### src/rtl/game_round_ctrl.sv
// Match sequencer for the two-player arms game: tracks HP deaths, the round
// countdown and round scores, and drives the shared 3-bit game state bus.
module game_round_ctrl #(
   parameter int MAX_HP     = 100,
   parameter int ROUND_TIME = 60,
   parameter int POINT_SECS = 3,
   parameter int WIN_POINTS = 2,
   parameter int MAX_ROUNDS = 3
) (
   input  logic       clk,
   input  logic       rst,
   input  logic       start_key,
   input  logic       sec_tick,
   input  logic [7:0] p1_hp,
   input  logic [7:0] p2_hp,
   output logic [2:0] state,
   output logic [6:0] time_left,
   output logic [2:0] p1_score,
   output logic [2:0] p2_score,
   output logic [2:0] round_num,
   output logic [1:0] round_winner
);

   typedef enum logic [2:0] {
      S_MENU  = 3'b000,
      S_GAME  = 3'b001,
      S_P1WIN = 3'b010,
      S_P2WIN = 3'b011,
      S_TIE   = 3'b100,
      S_POINT = 3'b101
   } state_t;

   localparam logic [7:0] HP_MAX   = 8'(MAX_HP);
   localparam logic [6:0] RT       = 7'(ROUND_TIME);
   localparam logic [2:0] HOLD_END = 3'(POINT_SECS);
   localparam logic [2:0] WIN_PTS  = 3'(WIN_POINTS);
   localparam logic [2:0] MAX_RND  = 3'(MAX_ROUNDS);

   state_t     st;
   logic       start_q;
   logic [2:0] hold_cnt;

   logic       start_edge, p1_dead, p2_dead, any_dead, timeout;
   logic       p1_pt, p2_pt, rnd_end;
   logic [2:0] p1_nx, p2_nx, rn_nx;
   state_t     end_st;

   assign state      = st;
   assign start_edge = start_key & ~start_q;
   // hp above MAX_HP means the 8-bit HP counter wrapped below zero
   assign p1_dead    = (p1_hp == 8'd0) || (p1_hp > HP_MAX);
   assign p2_dead    = (p2_hp == 8'd0) || (p2_hp > HP_MAX);
   assign any_dead   = p1_dead | p2_dead;
   assign timeout    = sec_tick && (time_left == 7'd1);

   always_comb begin
      p1_pt   = 1'b0;
      p2_pt   = 1'b0;
      rnd_end = 1'b0;
      if (any_dead) begin
         rnd_end = 1'b1;
         p1_pt   = p2_dead & ~p1_dead;
         p2_pt   = p1_dead & ~p2_dead;
      end else if (timeout) begin
         rnd_end = 1'b1;
         p1_pt   = p1_hp > p2_hp;
         p2_pt   = p2_hp > p1_hp;
      end
   end

   assign p1_nx = p1_score + 3'(p1_pt && (p1_score != 3'd7));
   assign p2_nx = p2_score + 3'(p2_pt && (p2_score != 3'd7));
   assign rn_nx = round_num + 3'(round_num != 3'd7);

   // match outcome is decided on the already-updated scores
   always_comb begin
      end_st = S_POINT;
      if (p1_nx == WIN_PTS)      end_st = S_P1WIN;
      else if (p2_nx == WIN_PTS) end_st = S_P2WIN;
      else if (rn_nx == MAX_RND) begin
         if (p1_nx > p2_nx)      end_st = S_P1WIN;
         else if (p2_nx > p1_nx) end_st = S_P2WIN;
         else                    end_st = S_TIE;
      end
   end

   always_ff @(posedge clk or posedge rst) begin
      if (rst) begin
         st           <= S_MENU;
         time_left    <= RT;
         p1_score     <= 3'd0;
         p2_score     <= 3'd0;
         round_num    <= 3'd0;
         round_winner <= 2'b00;
         hold_cnt     <= 3'd0;
         start_q      <= 1'b0;
      end else begin
         start_q <= start_key;
         case (st)
            S_MENU: begin
               if (start_edge) begin
                  st           <= S_GAME;
                  p1_score     <= 3'd0;
                  p2_score     <= 3'd0;
                  round_num    <= 3'd0;
                  round_winner <= 2'b00;
                  time_left    <= RT;
               end
            end
            S_GAME: begin
               if (rnd_end) begin
                  p1_score     <= p1_nx;
                  p2_score     <= p2_nx;
                  round_num    <= rn_nx;
                  round_winner <= {p2_pt, p1_pt};
                  if (!any_dead) time_left <= 7'd0;
                  hold_cnt     <= 3'd0;
                  st           <= end_st;
               end else if (sec_tick && time_left != 7'd0) begin
                  time_left <= time_left - 7'd1;
               end
            end
            S_POINT: begin
               if (sec_tick) begin
                  hold_cnt <= hold_cnt + 3'd1;
                  if (hold_cnt + 3'd1 == HOLD_END) begin
                     st        <= S_GAME;
                     time_left <= RT;
                  end
               end
            end
            S_P1WIN, S_P2WIN, S_TIE: begin
               if (start_edge) begin
                  st        <= S_MENU;
                  time_left <= RT;
               end
            end
            default: st <= S_MENU;
         endcase
      end
   end

endmodule

### config.mk
export PLATFORM = sky130hd
export DESIGN_NAME = game_round_ctrl
export DESIGN_NICKNAME = d
export VERILOG_FILES = /design/src/rtl/game_round_ctrl.sv
export SDC_FILE = /design/constraint.sdc
export NUM_CORES = 1
export LEC_CHECK = 0
export BUFFER_PORTS_ARGS = -buffer_cell sky130_fd_sc_hd__buf_4
export CORE_MARGIN = 2
export CORE_UTILIZATION = 59
export CTS_CLUSTER_SIZE = 16
export DETAILED_ROUTE_END_ITERATION = 6
export GPL_TIMING_DRIVEN = 0
export PLACE_DENSITY = 0.89
export SYNTH_ARGS = -nofsm -noshare
export SYNTH_HDL_FRONTEND = slang
export SYNTH_SLANG_ARGS = --single-unit
### constraint.sdc
create_clock -name clk -period 5.1 [get_ports clk]
set_clock_uncertainty 0.1 [all_clocks]
set_input_delay 0.255 -clock clk [delete_from_list [all_inputs] [get_ports clk]]
set_output_delay 0.255 -clock clk [all_outputs]
set_load 0.03 [all_outputs]
## Yosys cells after proc, flatten, opt, wreduce, memory -nomap -nowiden

Index checks and enable logic that the tools add are counted.

| storage, ports and cells | value |
|---|---|
| register bits | 25 |
| output and inout port bits | 21 |
| word-level logic and storage cells | 102 |

| operators by class | value |
|---|---|
| add/sub/neg operators | 5 |
| $lt $le $gt $ge | 6 |
| equal/unequal tests | 21 |
| mux-type cells | 36 |
| bitwise logic cells | 7 |
| reductions and logical operators | 19 |

Operators by type and width:

| operator | number |
|---|---|
| 3-bit 2-to-1 mux | 15 |
| 7-bit 2-to-1 mux | 6 |
| 3-bit one-hot mux with 2 select lines | 4 |
| 7-bit one-hot mux with 3 select lines | 1 |
| 3-bit by 2-bit == test with 1-bit output, second input constant | 6 |
| 8-bit by 7-bit greater-than comparator with 1-bit output, second input constant | 2 |
| 8-bit greater-than comparator | 2 |
| 8-bit zero test | 2 |
| 3-bit inequality test, second input constant | 5 |
| 3-bit one-hot mux with 4 select lines | 1 |
| 2-bit inequality test, second input constant | 5 |
| 3-bit by 1-bit adder with 3-bit output | 3 |
| 7-bit by 1-bit == test with 1-bit output, second input constant | 1 |
| 7-bit nonzero test | 1 |
| 7-bit by 1-bit subtractor with 7-bit output, second input constant | 1 |
| 3-bit == test, second input constant | 2 |
| 3-bit greater-than comparator | 2 |
| 1-bit 2-to-1 mux | 6 |
| 3-bit AND reduction | 2 |
| 6-bit AND reduction | 1 |
| 5-bit AND reduction | 1 |
| 1-bit logical AND | 4 |
| 2-bit 2-to-1 mux | 2 |
| 2-bit one-hot mux with 2 select lines | 1 |
| other kinds (12) | 18 |

## Logic depth before layout (Yosys ltp)

| depth | value |
|---|---|
| depth in word-level cells | 15 |
| mapped depth | 18 |
| depth with buffers taken out | 18 |

## Least setup slack after synthesis

No wires, ideal clock.

| path | value |
|---|---|
| path type | flip-flop to flip-flop |
| from | register time_left[1] |
| to | register st[2], in the netlist state[2] |
| library setup time | 127 ps |
| data arrival time | 3050 ps |
| setup slack | 1823 ps |
| stages on the path, launching flop included | 18 |
| period minus slack after synthesis | 3277 ps |
| cell sequence | dfrtp_1 inv_1 ha_1 nand4_1 nor2_1 o21ai_0 a21oi_1 and2_1 ha_1 ha_1 nor2b_1 or2_2 ha_1 or3_1 a41oi_1 a311oi_1 nand2_1 o21ai_0 |

| between the ends | value |
|---|---|
| cells in the longest elaborated chain, start to end | 14 |
| elaborated cells between the ends (all ways) | 25 |

RTL lines:

| what | line | source |
|---|---|---|
| start, declared | 17 | `output logic [6:0] time_left,` |
| start signal, assigned | 120 | `time_left <= time_left - 7'd1;` |
| 7-bit by 1-bit == test with 1-bit output (*) | 54 | `assign timeout = sec_tick && (time_left == 7'd1);` |
| 1-bit logical AND (*) | 54 |  |
| 1-bit 2-to-1 mux | 64 | `end else if (timeout) begin` |
| 1-bit 2-to-1 mux | 60 | `if (any_dead) begin` |
| 1-bit logical AND, on equally long branches | 72, 71 |  |
| 3-bit by 1-bit adder with 3-bit output, on equally long branches | 72, 71 |  |
| 3-bit greater-than comparator | 82 | `else if (p2_nx > p1_nx) end_st = S_P2WIN;` |
| 3-bit 2-to-1 mux | 82 |  |
| 3-bit 2-to-1 mux | 81 | `if (p1_nx > p2_nx) end_st = S_P1WIN;` |
| 3-bit 2-to-1 mux | 80 | `else if (rn_nx == MAX_RND) begin` |
| 3-bit 2-to-1 mux | 79 | `else if (p2_nx == WIN_PTS) end_st = S_P2WIN;` |
| 3-bit 2-to-1 mux | 78 | `if (p1_nx == WIN_PTS) end_st = S_P1WIN;` |
| 3-bit 2-to-1 mux | 111 | `if (rnd_end) begin` |
| 3-bit one-hot mux with 4 select lines | 99 | `case (st)` |
| end signal, assigned | 118 | `st <= end_st;` |
| end, declared | 39 | `state_t st;` |

Mark *: on every way between the ends. The rest lies on a longest branch, timed or not. The select of a mux whose other input is x is not followed.
A chain may end at the register's enable or synchronous reset.

## Worst setup path after layout

| path | value |
|---|---|
| from | register time_left[3] |
| to | register st[1], in the netlist state[1] |

The elaborated chain is that of the path after synthesis.

==> metrics <==
outcome=complete, no violations; Fin. Hold Viols=0; final critical-path required period=3.58 ns; # rows=20; Die Height=60.9 um; VDD IR max=0.429 mV; fin crit share=70.1%; Worst Path Arrival=3.74 ns; WL per Instance=13.0 um; Synth Area per Inst=8.31 sq um; Vias/cell=5.68; pre-CTS setup slack=1.54 ns; worst-margin pin slew=0.946 ns; Area growth, synth to finish=20.5%; CTS clk-pin slew, worst paths=0.15 ns; CTS tree=built; most numerous cell on the critical path=ha_1; I/O pins=41; CP Capture Type=flop; Fin Setup TNS=0 ns; HPWL Detailed=3230 um; Root Driver=clkbuf_4; Ant. Diodes=0; number of port buffers=40; largest family of logic cells by synthesized area=compound AO/OA/AOI/OAI gates; CTS Buf Count=3; Synthesized Nets=272; Placeable Area=3080 sq um; Synth Area in XOR/XNOR=0%; Power Dens Cells=535 nW/um^2; Placer Congestion=0.875; Yosys reg bits=25; Die Wd=60.9 um; antenna violations before repair=0; Synth Area in Simple Gates=21.9%; top cell type's share of synthesized area=27.5%; Pins Over Slew Limit=0; GRT Util Overall=25.3%; fill cell count=249; Fmax achieved=280 MHz; largest net degree at the start of global routing=26; Slew headroom=36.9%; Synth Flop Type=dfrtp_1; Post-Syn Area=1910 sq um; largest area contributor in the netlist=dfrtp_1; most common cell after layout, fill and taps aside=buf_4; Pre-Repair DR Iteration Count=4; startpoint type of the worst setup path=flop; Nets=318; Final setup viols=0; Slowest-stage cell, CP=dfstp_2; Post-Route WL=4160 um; kind of critical path=flop to flop; CP peak stage delay=0.42 ns; post-synthesis compound-gate area fraction=22.9%; Synth cell types=44; clk buf depth=2; Hold WC Path Type=input port to asynchronous set/reset pin; worst path cell trace=nor3_2 -> nand4_1 -> nor2_1 -> o21ai_0 -> a21oi_1 -> and2_1 -> ha_1 -> ha_1 -> nor2b_1 -> or2_2 -> ha_1 -> or3_1 -> a41oi_1 -> a311oi_1 -> o21ai_0; gr ovfl total=0; first-pass GRT wire length=7070 um; Syn. warnings=0; CP Max Fanout=5; Routed Antenna Nets=0; Synth Area in Adders=14.4%; vias in the first global route=1668; Req. time, crit path=5.26 ns; commonest cells after routing, fill and taps aside=buf_4 (40), nand2_1 (27), inv_1 (26), ha_1 (22), dfrtp_1 (21); layout cells sized above 1=23.3%; initial DRC count=92; post-synthesis mux area share=0.524%; initial core utilization=62.1%; DIE AREA=3710 sq um; count of flip-flops with a built-in enable after synthesis=0; Seq/Total Area, Yosys=33.0%; CTS Sinks=25; post-CTS sizing=0; maxcap violations=0; synth top area cells=dfrtp_1 (28%), ha_1 (14%), dfstp_2 (5.5%), nand2_1 (5.3%), inv_1 (5.1%); share of synthesized registers carrying an async set or reset=100%; post-route setup slack=1.52 ns; Clk Latency, worst-skew pair=0.34 ns; vias=1811; LEAKAGE=0.00113 uW; DRC=0; Synth Instances=230; RSZ-0062 raised after global routing=no; CTS H-tree depth=1
-- state kept, by name, indices dropped and copies added (netlist names) --
register / cells
round_winner: 2
p2_score: 3
state: 3
start_q: 1
p1_score: 3
time_left: 7
round_num: 3
hold_cnt: 3
-- cell families after synthesis --
kind of cell	Yosys count
adder cells (fa/ha/maj)	22
multiplexers	1
AO/OA/AOI/OAI	68
buffers and inverters	34
flip-flops	25
AND/OR/NAND/NOR	80
-- per-layer routing --
metal  track usage (%)  routed length (um)  vias up
met1              29.6                1790      860
met2              47.3                2150       39
met5                 0                   0        -
li1                  -                   -      904
met4              6.52                  53        0
met3              4.48                 158        8
-- layout make-up --
type	count	area, sq um	area share (%)
Multi-Input combinational cell	171	1140	49.6
Sequential cell	25	631	27.4
Timing Repair Buffer	41	310	13.5
Inverter	26	97.6	4.24
Tap cell	44	55.1	2.39
Buffer	8	41.3	1.79
Clock buffer	4	26.3	1.14
-- Yosys cell counts, types with 3 or more instances --
master / count
inv_1: 26
nand4_1: 5
nor2b_1: 6
nand2_1: 27
nand2b_1: 5
o21ai_0: 19
a31oi_1: 7
nand3_1: 5
a31o_2: 3
a21oi_1: 16
clkbuf_1: 4
o22ai_1: 5
dfstp_2: 4
ha_1: 22
buf_2: 3
nor2_1: 14
dfrtp_1: 21
nor3_1: 4
-- path summary, 6_finish.rpt --
check,end,slack (ns),startpoint,cells past startpoint
worst max-delay path,state[1],1.52,time_left[3],15
worst min-delay path,time_left[0],0.002,rst,2
worst max register to register,state[1],1.52,time_left[3],15
worst min register to register,time_left[5],0.42,time_left[5],2
max in group asynchronous,state[1],4.31,rst,2
min in group clk,time_left[0],0.28,sec_tick,5
-- metrics by stage --
stage / area (sq um) / total power, uW / util [%] / hold WS [ns] / std cells
4_1_cts: 2300 / 1230 / 74.8 / 0.0499 / 319
6_report: 2300 / 1230 / 74.8 / 0.00219 / 319
2_1_floorplan: 1910 / 907 / - / 0.179 / 230
3_3_place_gp: 2270 / 1110 / 73.6 / 0.274 / 314
3_5_place_dp: 2270 / 1130 / 73.6 / 0.276 / 314
5_1_grt: 2300 / 1330 / 74.8 / 0.0906 / 319
-- where the power goes --
part	internal [uW]	switching, uW	total, uW
sequential	283	68.7	352
clock	30.8	66.6	97.4
combinational	309	472	781
-- timing repair --
item	4_1_cts	5_1_grt
hold endpoints to repair	1	0
hold buffers	1	0
buffers inserted	0	0
setup endpoints to repair	0	0
-- critical path: cells and delay by family (launching register included) --
family | cells | cell delay [ns]
adders and majority gates | 3 | 0.50
DFF | 1 | 0.42
AOI/OAI and AO/OA | 5 | 0.82
and+or+nand+nor | 7 | 1.67
Note: power is estimated with default switching activity, not from simulation.
